**config.mk**
```make
export PLATFORM = sky130hd
export DESIGN_NAME = pixel_stream_source
export DESIGN_NICKNAME = d
export VERILOG_FILES = /design/src/rtl/pixel_stream_source.sv
export SDC_FILE = /design/constraint.sdc
export NUM_CORES = 1
export LEC_CHECK = 0
export CAP_MARGIN = 15
export CORE_MARGIN = 3
export CORE_UTILIZATION = 60
export DETAILED_ROUTE_END_ITERATION = 10
export DONT_BUFFER_PORTS = 1
export PLACE_DENSITY = 0.78
export SYNTH_ARGS = -nofsm -noshare
export SYNTH_HDL_FRONTEND = slang
export SYNTH_SLANG_ARGS = --single-unit
```
**constraint.sdc**
```tcl
create_clock -name clk -period 17.2 [get_ports clk]
set_input_delay 4.3 -clock clk [delete_from_list [all_inputs] [get_ports clk]]
set_output_delay 4.3 -clock clk [all_outputs]
set_load 0.05 [all_outputs]
```
**src/rtl/pixel_stream_source.sv**
```systemverilog
// Raster read-address generator, colour-mode pipeline and credit-controlled output FIFO.
// Optional colour-bar generator: define PIXEL_STREAM_TEST_PATTERN_EN.
module pixel_stream_source #(
    parameter int unsigned H_RES      = 320,
    parameter int unsigned V_RES      = 240,
    parameter int unsigned IN_W       = 4,
    parameter int unsigned OUT_W      = 10,
    parameter int unsigned ADDR_W     = 17,
    parameter int unsigned RD_LATENCY = 1
) (
    input  logic                 clk,
    input  logic                 reset,
    input  logic [2:0]           mode,
    input  logic [OUT_W-1:0]     threshold,
`ifdef PIXEL_STREAM_TEST_PATTERN_EN
    input  logic                 pattern_sel,
`endif
    output logic [ADDR_W-1:0]    rd_addr,
    input  logic [3*IN_W-1:0]    rd_data,
    output logic [3*OUT_W-1:0]   src_data,
    output logic                 src_valid,
    input  logic                 src_ready,
    output logic                 src_sop,
    output logic                 src_eop,
    output logic                 frame_done,
    output logic [2:0]           active_mode
);
    localparam int unsigned FIFO_DEPTH = RD_LATENCY + 2;
    localparam int unsigned COL_W      = (H_RES > 1) ? $clog2(H_RES) : 1;
    localparam int unsigned ROW_W      = (V_RES > 1) ? $clog2(V_RES) : 1;
    localparam int unsigned CNT_W      = $clog2(FIFO_DEPTH + 1);
    localparam int unsigned PTR_W      = $clog2(FIFO_DEPTH);
    localparam int unsigned ACC_W      = OUT_W + 9;
    localparam int unsigned BEAT_W     = 3 * OUT_W + 2;

    localparam logic [2:0] ModeGray   = 3'd1;
    localparam logic [2:0] ModeTint   = 3'd2;
    localparam logic [2:0] ModeInvert = 3'd3;
    localparam logic [2:0] ModeThresh = 3'd4;

    typedef struct packed {
        logic       sop;
        logic       eop;
        logic [2:0] cmode;
`ifdef PIXEL_STREAM_TEST_PATTERN_EN
        logic       pat;
        logic [2:0] bar;
`endif
    } tag_t;

    function automatic logic [OUT_W-1:0] expand(input logic [IN_W-1:0] c);
        logic [OUT_W-1:0] e;
        for (int i = 0; i < int'(OUT_W); i++) begin
            e[int'(OUT_W) - 1 - i] = c[int'(IN_W) - 1 - (i % int'(IN_W))];
        end
        return e;
    endfunction

    logic [COL_W-1:0]    col_q, col_d;
    logic [ROW_W-1:0]    row_q, row_d;
    logic [ADDR_W-1:0]   addr_q, addr_d;
    logic [2:0]          active_mode_q, active_mode_d;
    logic                first_px, last_px, issue, pop, push;
    logic [CNT_W:0]      credit_used;
    tag_t                issue_tag, s1_tag;

    logic [RD_LATENCY-1:0] pipe_vld_q;
    tag_t                  pipe_tag_q [RD_LATENCY];

    logic                s2_vld_q, s2_sop_q, s2_eop_q;
    logic [3*OUT_W-1:0]  s2_data_q;

    logic [BEAT_W-1:0]   fifo_mem_q [FIFO_DEPTH];
    logic [BEAT_W-1:0]   fifo_head;
    logic [PTR_W-1:0]    wr_ptr_q, wr_ptr_d, rd_ptr_q, rd_ptr_d;
    logic [CNT_W-1:0]    count_q, count_d;
    logic                frame_done_q;

    logic [OUT_W-1:0]    er, eg, eb, gray, tint_p;
    logic [ACC_W-1:0]    gray_acc, tint_acc;
    logic [3*OUT_W-1:0]  conv_data;
    logic                unused_acc;

`ifdef PIXEL_STREAM_TEST_PATTERN_EN
    logic                pattern_q, pattern_d;
    logic [2:0]          bar_rgb;
`endif

    assign first_px = (col_q == '0) && (row_q == '0);
    assign last_px  = (col_q == COL_W'(H_RES - 1)) && (row_q == ROW_W'(V_RES - 1));
    assign pop      = src_valid & src_ready;
    assign push     = s2_vld_q;

    // A pop this cycle frees a slot long before any newly issued read can land.
    always_comb begin
        credit_used = (CNT_W + 1)'(count_q) + (CNT_W + 1)'(s2_vld_q);
        for (int i = 0; i < int'(RD_LATENCY); i++) begin
            credit_used = credit_used + (CNT_W + 1)'(pipe_vld_q[i]);
        end
    end
    assign issue = credit_used < ((CNT_W + 1)'(FIFO_DEPTH) + (CNT_W + 1)'(pop));

    always_comb begin
        col_d         = col_q;
        row_d         = row_q;
        addr_d        = addr_q;
        active_mode_d = active_mode_q;
`ifdef PIXEL_STREAM_TEST_PATTERN_EN
        pattern_d     = pattern_q;
`endif
        if (issue) begin
            if (first_px) begin
                active_mode_d = mode;
`ifdef PIXEL_STREAM_TEST_PATTERN_EN
                pattern_d     = pattern_sel;
`endif
            end
            if (col_q == COL_W'(H_RES - 1)) begin
                col_d = '0;
                row_d = (row_q == ROW_W'(V_RES - 1)) ? '0 : row_q + ROW_W'(1);
            end else begin
                col_d = col_q + COL_W'(1);
            end
            addr_d = last_px ? '0 : addr_q + ADDR_W'(1);
        end
    end

    always_comb begin
        issue_tag       = '0;
        issue_tag.sop   = first_px;
        issue_tag.eop   = last_px;
        issue_tag.cmode = first_px ? mode : active_mode_q;
`ifdef PIXEL_STREAM_TEST_PATTERN_EN
        issue_tag.pat   = first_px ? pattern_sel : pattern_q;
        issue_tag.bar   = 3'({col_q, 3'b000} / (COL_W + 3)'(H_RES));
`endif
    end

    assign s1_tag = pipe_tag_q[RD_LATENCY-1];

`ifdef PIXEL_STREAM_TEST_PATTERN_EN
    always_comb begin
        case (s1_tag.bar)
            3'd0:    bar_rgb = 3'b111;
            3'd1:    bar_rgb = 3'b110;
            3'd2:    bar_rgb = 3'b011;
            3'd3:    bar_rgb = 3'b010;
            3'd4:    bar_rgb = 3'b101;
            3'd5:    bar_rgb = 3'b100;
            3'd6:    bar_rgb = 3'b001;
            default: bar_rgb = 3'b000;
        endcase
    end
`endif

    always_comb begin
        er = expand(rd_data[3*IN_W-1 -: IN_W]);
        eg = expand(rd_data[2*IN_W-1 -: IN_W]);
        eb = expand(rd_data[IN_W-1:0]);
`ifdef PIXEL_STREAM_TEST_PATTERN_EN
        if (s1_tag.pat) begin
            er = {OUT_W{bar_rgb[2]}};
            eg = {OUT_W{bar_rgb[1]}};
            eb = {OUT_W{bar_rgb[0]}};
        end
`endif
        gray_acc = ACC_W'(77) * ACC_W'(er) + ACC_W'(150) * ACC_W'(eg)
                 + ACC_W'(29) * ACC_W'(eb);
        tint_acc = ACC_W'(120) * ACC_W'(er) + ACC_W'(60) * ACC_W'(eg)
                 + ACC_W'(50) * ACC_W'(eb);
        gray     = gray_acc[8 +: OUT_W];
        tint_p   = tint_acc[8 +: OUT_W];
        case (s1_tag.cmode)
            ModeGray:   conv_data = {gray, gray, gray};
            ModeTint:   conv_data = {tint_p, tint_p >> 2, tint_p >> 1};
            ModeInvert: conv_data = {~er, ~eg, ~eb};
            ModeThresh: conv_data = (gray >= threshold) ? '1 : '0;
            default:    conv_data = {er, eg, eb};
        endcase
    end

    assign unused_acc = ^{gray_acc[7:0], gray_acc[ACC_W-1], tint_acc[7:0], tint_acc[ACC_W-1]};

    always_comb begin
        wr_ptr_d = wr_ptr_q;
        rd_ptr_d = rd_ptr_q;
        count_d  = count_q;
        if (push) begin
            wr_ptr_d = (wr_ptr_q == PTR_W'(FIFO_DEPTH - 1)) ? '0 : wr_ptr_q + PTR_W'(1);
        end
        if (pop) begin
            rd_ptr_d = (rd_ptr_q == PTR_W'(FIFO_DEPTH - 1)) ? '0 : rd_ptr_q + PTR_W'(1);
        end
        if (push && !pop) begin
            count_d = count_q + CNT_W'(1);
        end else if (pop && !push) begin
            count_d = count_q - CNT_W'(1);
        end
    end

    always_ff @(posedge clk) begin
        if (reset) begin
            col_q         <= '0;
            row_q         <= '0;
            addr_q        <= '0;
            active_mode_q <= '0;
            pipe_vld_q    <= '0;
            s2_vld_q      <= 1'b0;
            wr_ptr_q      <= '0;
            rd_ptr_q      <= '0;
            count_q       <= '0;
            frame_done_q  <= 1'b0;
`ifdef PIXEL_STREAM_TEST_PATTERN_EN
            pattern_q     <= 1'b0;
`endif
        end else begin
            col_q         <= col_d;
            row_q         <= row_d;
            addr_q        <= addr_d;
            active_mode_q <= active_mode_d;
            pipe_vld_q[0] <= issue;
            for (int i = 1; i < int'(RD_LATENCY); i++) begin
                pipe_vld_q[i] <= pipe_vld_q[i-1];
            end
            s2_vld_q      <= pipe_vld_q[RD_LATENCY-1];
            wr_ptr_q      <= wr_ptr_d;
            rd_ptr_q      <= rd_ptr_d;
            count_q       <= count_d;
            frame_done_q  <= pop & src_eop;
`ifdef PIXEL_STREAM_TEST_PATTERN_EN
            pattern_q     <= pattern_d;
`endif
        end
    end

    // Payload registers carry no reset; their valid bits above qualify them.
    always_ff @(posedge clk) begin
        pipe_tag_q[0] <= issue_tag;
        for (int i = 1; i < int'(RD_LATENCY); i++) begin
            pipe_tag_q[i] <= pipe_tag_q[i-1];
        end
        if (pipe_vld_q[RD_LATENCY-1]) begin
            s2_data_q <= conv_data;
            s2_sop_q  <= s1_tag.sop;
            s2_eop_q  <= s1_tag.eop;
        end
        if (push) begin
            fifo_mem_q[wr_ptr_q] <= {s2_sop_q, s2_eop_q, s2_data_q};
        end
    end

    assign fifo_head   = fifo_mem_q[rd_ptr_q];
    assign src_valid   = (count_q != '0);
    assign src_data    = fifo_head[3*OUT_W-1:0];
    assign src_sop     = src_valid & fifo_head[3*OUT_W+1];
    assign src_eop     = src_valid & fifo_head[3*OUT_W];
    assign frame_done  = frame_done_q;
    assign active_mode = active_mode_q;
    assign rd_addr     = addr_q;

endmodule

```
==> results.py <==
metrics = {
    "run_status": {
        "outcome": "completed",
    },
    "grt": {
        "grt_pass1_vias": 9447,
        "overflow": 0,
        "grtUsageTotal_pct": 23.91,
        "grt_max_degree": 65,
        "antenna_found_initial": 0,
        "grt_pass1_wl_mm": 47.13,
    },
    "sta": {
        "setup_viol": 0,
        "setup_tns_ps": 0,
        "skew_ps": 27.95,
        "worst_pin_slew_ps": 1161,
        "drv_slew": 0,
        "slew_headroom_pct": 22.58,
        "finalCritPeriodShare_pct": 73.12,
        "max_freq_mhz": 79.51,
        "rsz0062_at_grt": "no",
        "min_period_ps": 12580,
        "final_hold_viol_count": 0,
    },
    "synth": {
        "synth_area_sq_um": 13790,
        "ys_ff_latch": 181,
        "yosys-top-cells-area": "edfxtp_1 28%, fa_1 16%, ha_1 15%",
        "postSynthNetCount": 1620,
        "synth_most_common_cell": "inv_1",
        "synth_top_area_share_pct": 27.88,
        "synthArstFlopShare_pct": 0,
        "synth_edf_count": 128,
        "synth_commonest_cells": "200 x inv_1, 165 x ha_1, 128 x edfxtp_1",
        "ys.flop_type": "edfxtp_1",
        "seq_area_frac_synth_pct": 35.57,
        "syn_avg_cell_area_sq_um": 10.46,
        "ys_types": 61,
        "synthCells": 1318,
        "synth_top_area_cell": "edfxtp_1",
        "yosys_warnings": 0,
    },
    "routing": {
        "first_iter_violations": 763,
        "first_pass_iters": 5,
        "wire_per_inst_microns": 17.41,
        "ant_nets": 0,
        "routed_wl_mm": 28.12,
        "via_count": 9192,
        "drc": 0,
        "via_per_inst": 5.692,
    },
    "final_layout": {
        "final_nets": 1624,
        "fillers": 1647,
        "area_delta_synth_final_pct": 6.353,
        "drive_above_1_share_pct": 4.419,
        "antenna_cells": 0,
    },
    "job": {
        "max-cap-violations": 0,
    },
    "floorplan": {
        "die_height_microns": 157.6,
        "fp.dieW_microns": 157.6,
        "die_area_sq_um": 24830,
        "core-area_sq_um": 22230,
        "num_io_pins": 82,
        "num_rows": 54,
        "start_util_pct": 62.02,
    },
    "min_path": {
        "hold_path.class": "flop to flop",
    },
    "clock_network": {
        "postCtsHoldBufs": 0,
        "cts_setup_buffers": 0,
        "clockBufferDepth": 2,
        "cts.clk_slew.worst_paths_ps": 70,
        "clock-sinks": 181,
        "cts-root-buf": "clkbuf_16",
        "post_cts_resized": 0,
        "cts_tree": "done",
        "cts_buffers": 17,
        "insertion_delay_ps": 430,
        "ctsHtreeMaxLevel": 4,
    },
    "worst_setup_path": {
        "path_class": "input pin to flop",
        "cp_slowest_cell": "fa_1",
        "max_stage_delay_ps": 560,
        "critPathMaxFanout": 16,
        "arrival_ps": 12730,
        "startpoint_type": "input pin",
        "worstSetupEndpointType": "flop",
        "crit_required_ps": 17360,
    },
    "placement": {
        "io_buffers": 0,
        "dp_hpwl_mm": 21.91,
        "gp_congestion": 0.8897,
    },
}
logic make-up after synthesis:
group | share of synthesized area (%)
xor+xnor | 4.701
flops | 35.57
buf+inv | 6.162
compound gates | 8.703
mux | 2.468
fa+ha+maj | 30.80
simple gates | 11.59
final timing paths:
check	endpoint	slack, ps	from	depth (start not counted)
worst max-delay path	s2_data_q[26]	4620	rd_data[5]	32
worst min-delay path	s2_eop_q	430	pipe_tag_q[0][3]	0
worst max register to register	rd_addr[9]	13780	push	10
worst min register to register	s2_eop_q	430	pipe_tag_q[0][3]	0
per-stage QoR:
step	hold WS (ps)	cells	setup slack, ps	instance area, sq um	utilization, %
after floorplan	385.5	1318	4867	13790	-
after global placement	388.8	1581	4458	14100	63.41
after detailed placement	405.0	1581	4267	14100	63.41
after CTS	426.3	1613	4678	14650	65.91
after global routing	430.4	1615	4104	14660	65.96
final	425.6	1615	4624	14660	65.96
critical path, delay by kind of cell:
family	cells	cell delay, ps
fa+ha+maj	11	4570
compound gates	8	1880
simple gates	4	980
xor+xnor	3	610
buf+inv	6	390
flip-flops by register name, summed over array words and instances, names as in the netlist, 2 cells and up, named ones only:
| signal | count |
|---|---|
| rd_addr | 17 |
| row_q | 8 |
| active_mode | 3 |
| fifo_mem_q | 96 |
| count_q | 2 |
| rd_ptr_q | 2 |
| wr_ptr_q | 2 |
| pipe_tag_q | 5 |
| col_q | 9 |
| s2_data_q | 30 |
cell usage in the layout, fill, tap and decap left out, types with 10 or more instances in the layout:
cell type / Yosys / final
dfxtp_1: 53 / 51
nand2_1: 96 / 96
nand3_1: 20 / 20
fa_1: 109 / 109
or3_1: 17 / 17
edfxtp_1: 128 / 128
o21ai_0: 75 / 45
clkbuf_16: 0 / 17
nand4_1: 10 / 10
inv_1: 200 / 200
mux2i_1: 34 / 34
o21ai_1: 1 / 31
nor3_1: 18 / 17
nor2b_1: 11 / 11
nor2_1: 94 / 92
xor2_1: 27 / 27
a21oi_1: 63 / 63
a21o_1: 14 / 14
xnor2_1: 47 / 47
ha_1: 165 / 165
area by class of cell:
| class | count | area [sq um] | area share (%) |
|---|---|---|---|
| clock buffer | 17 | 425.4 | 2.901 |
| clock inverter | 15 | 128.9 | 0.8789 |
| inverter | 202 | 758.2 | 5.171 |
| multi-input combinational | 913 | 8043 | 54.85 |
| sequential | 181 | 4907 | 33.47 |
| tap | 280 | 350.3 | 2.389 |
| timing repair buffer | 7 | 50.05 | 0.3413 |
per-layer routing:
layer  GRT usage (%)  vias to the layer above  wire length (microns)  part of all wire [%]
met1           32.14                     4451                  12510                    44
met4           8.140                        0                    655                   2.3
met5               0                        -                      0                     0
li1                -                     4456                      -                     -
met3           3.554                       45                   1363                   4.8
met2           40.11                      240                  13590                    48
Power is not shown: default switching activity piles up to over one toggle a cycle in this logic, so the estimate is an artifact.
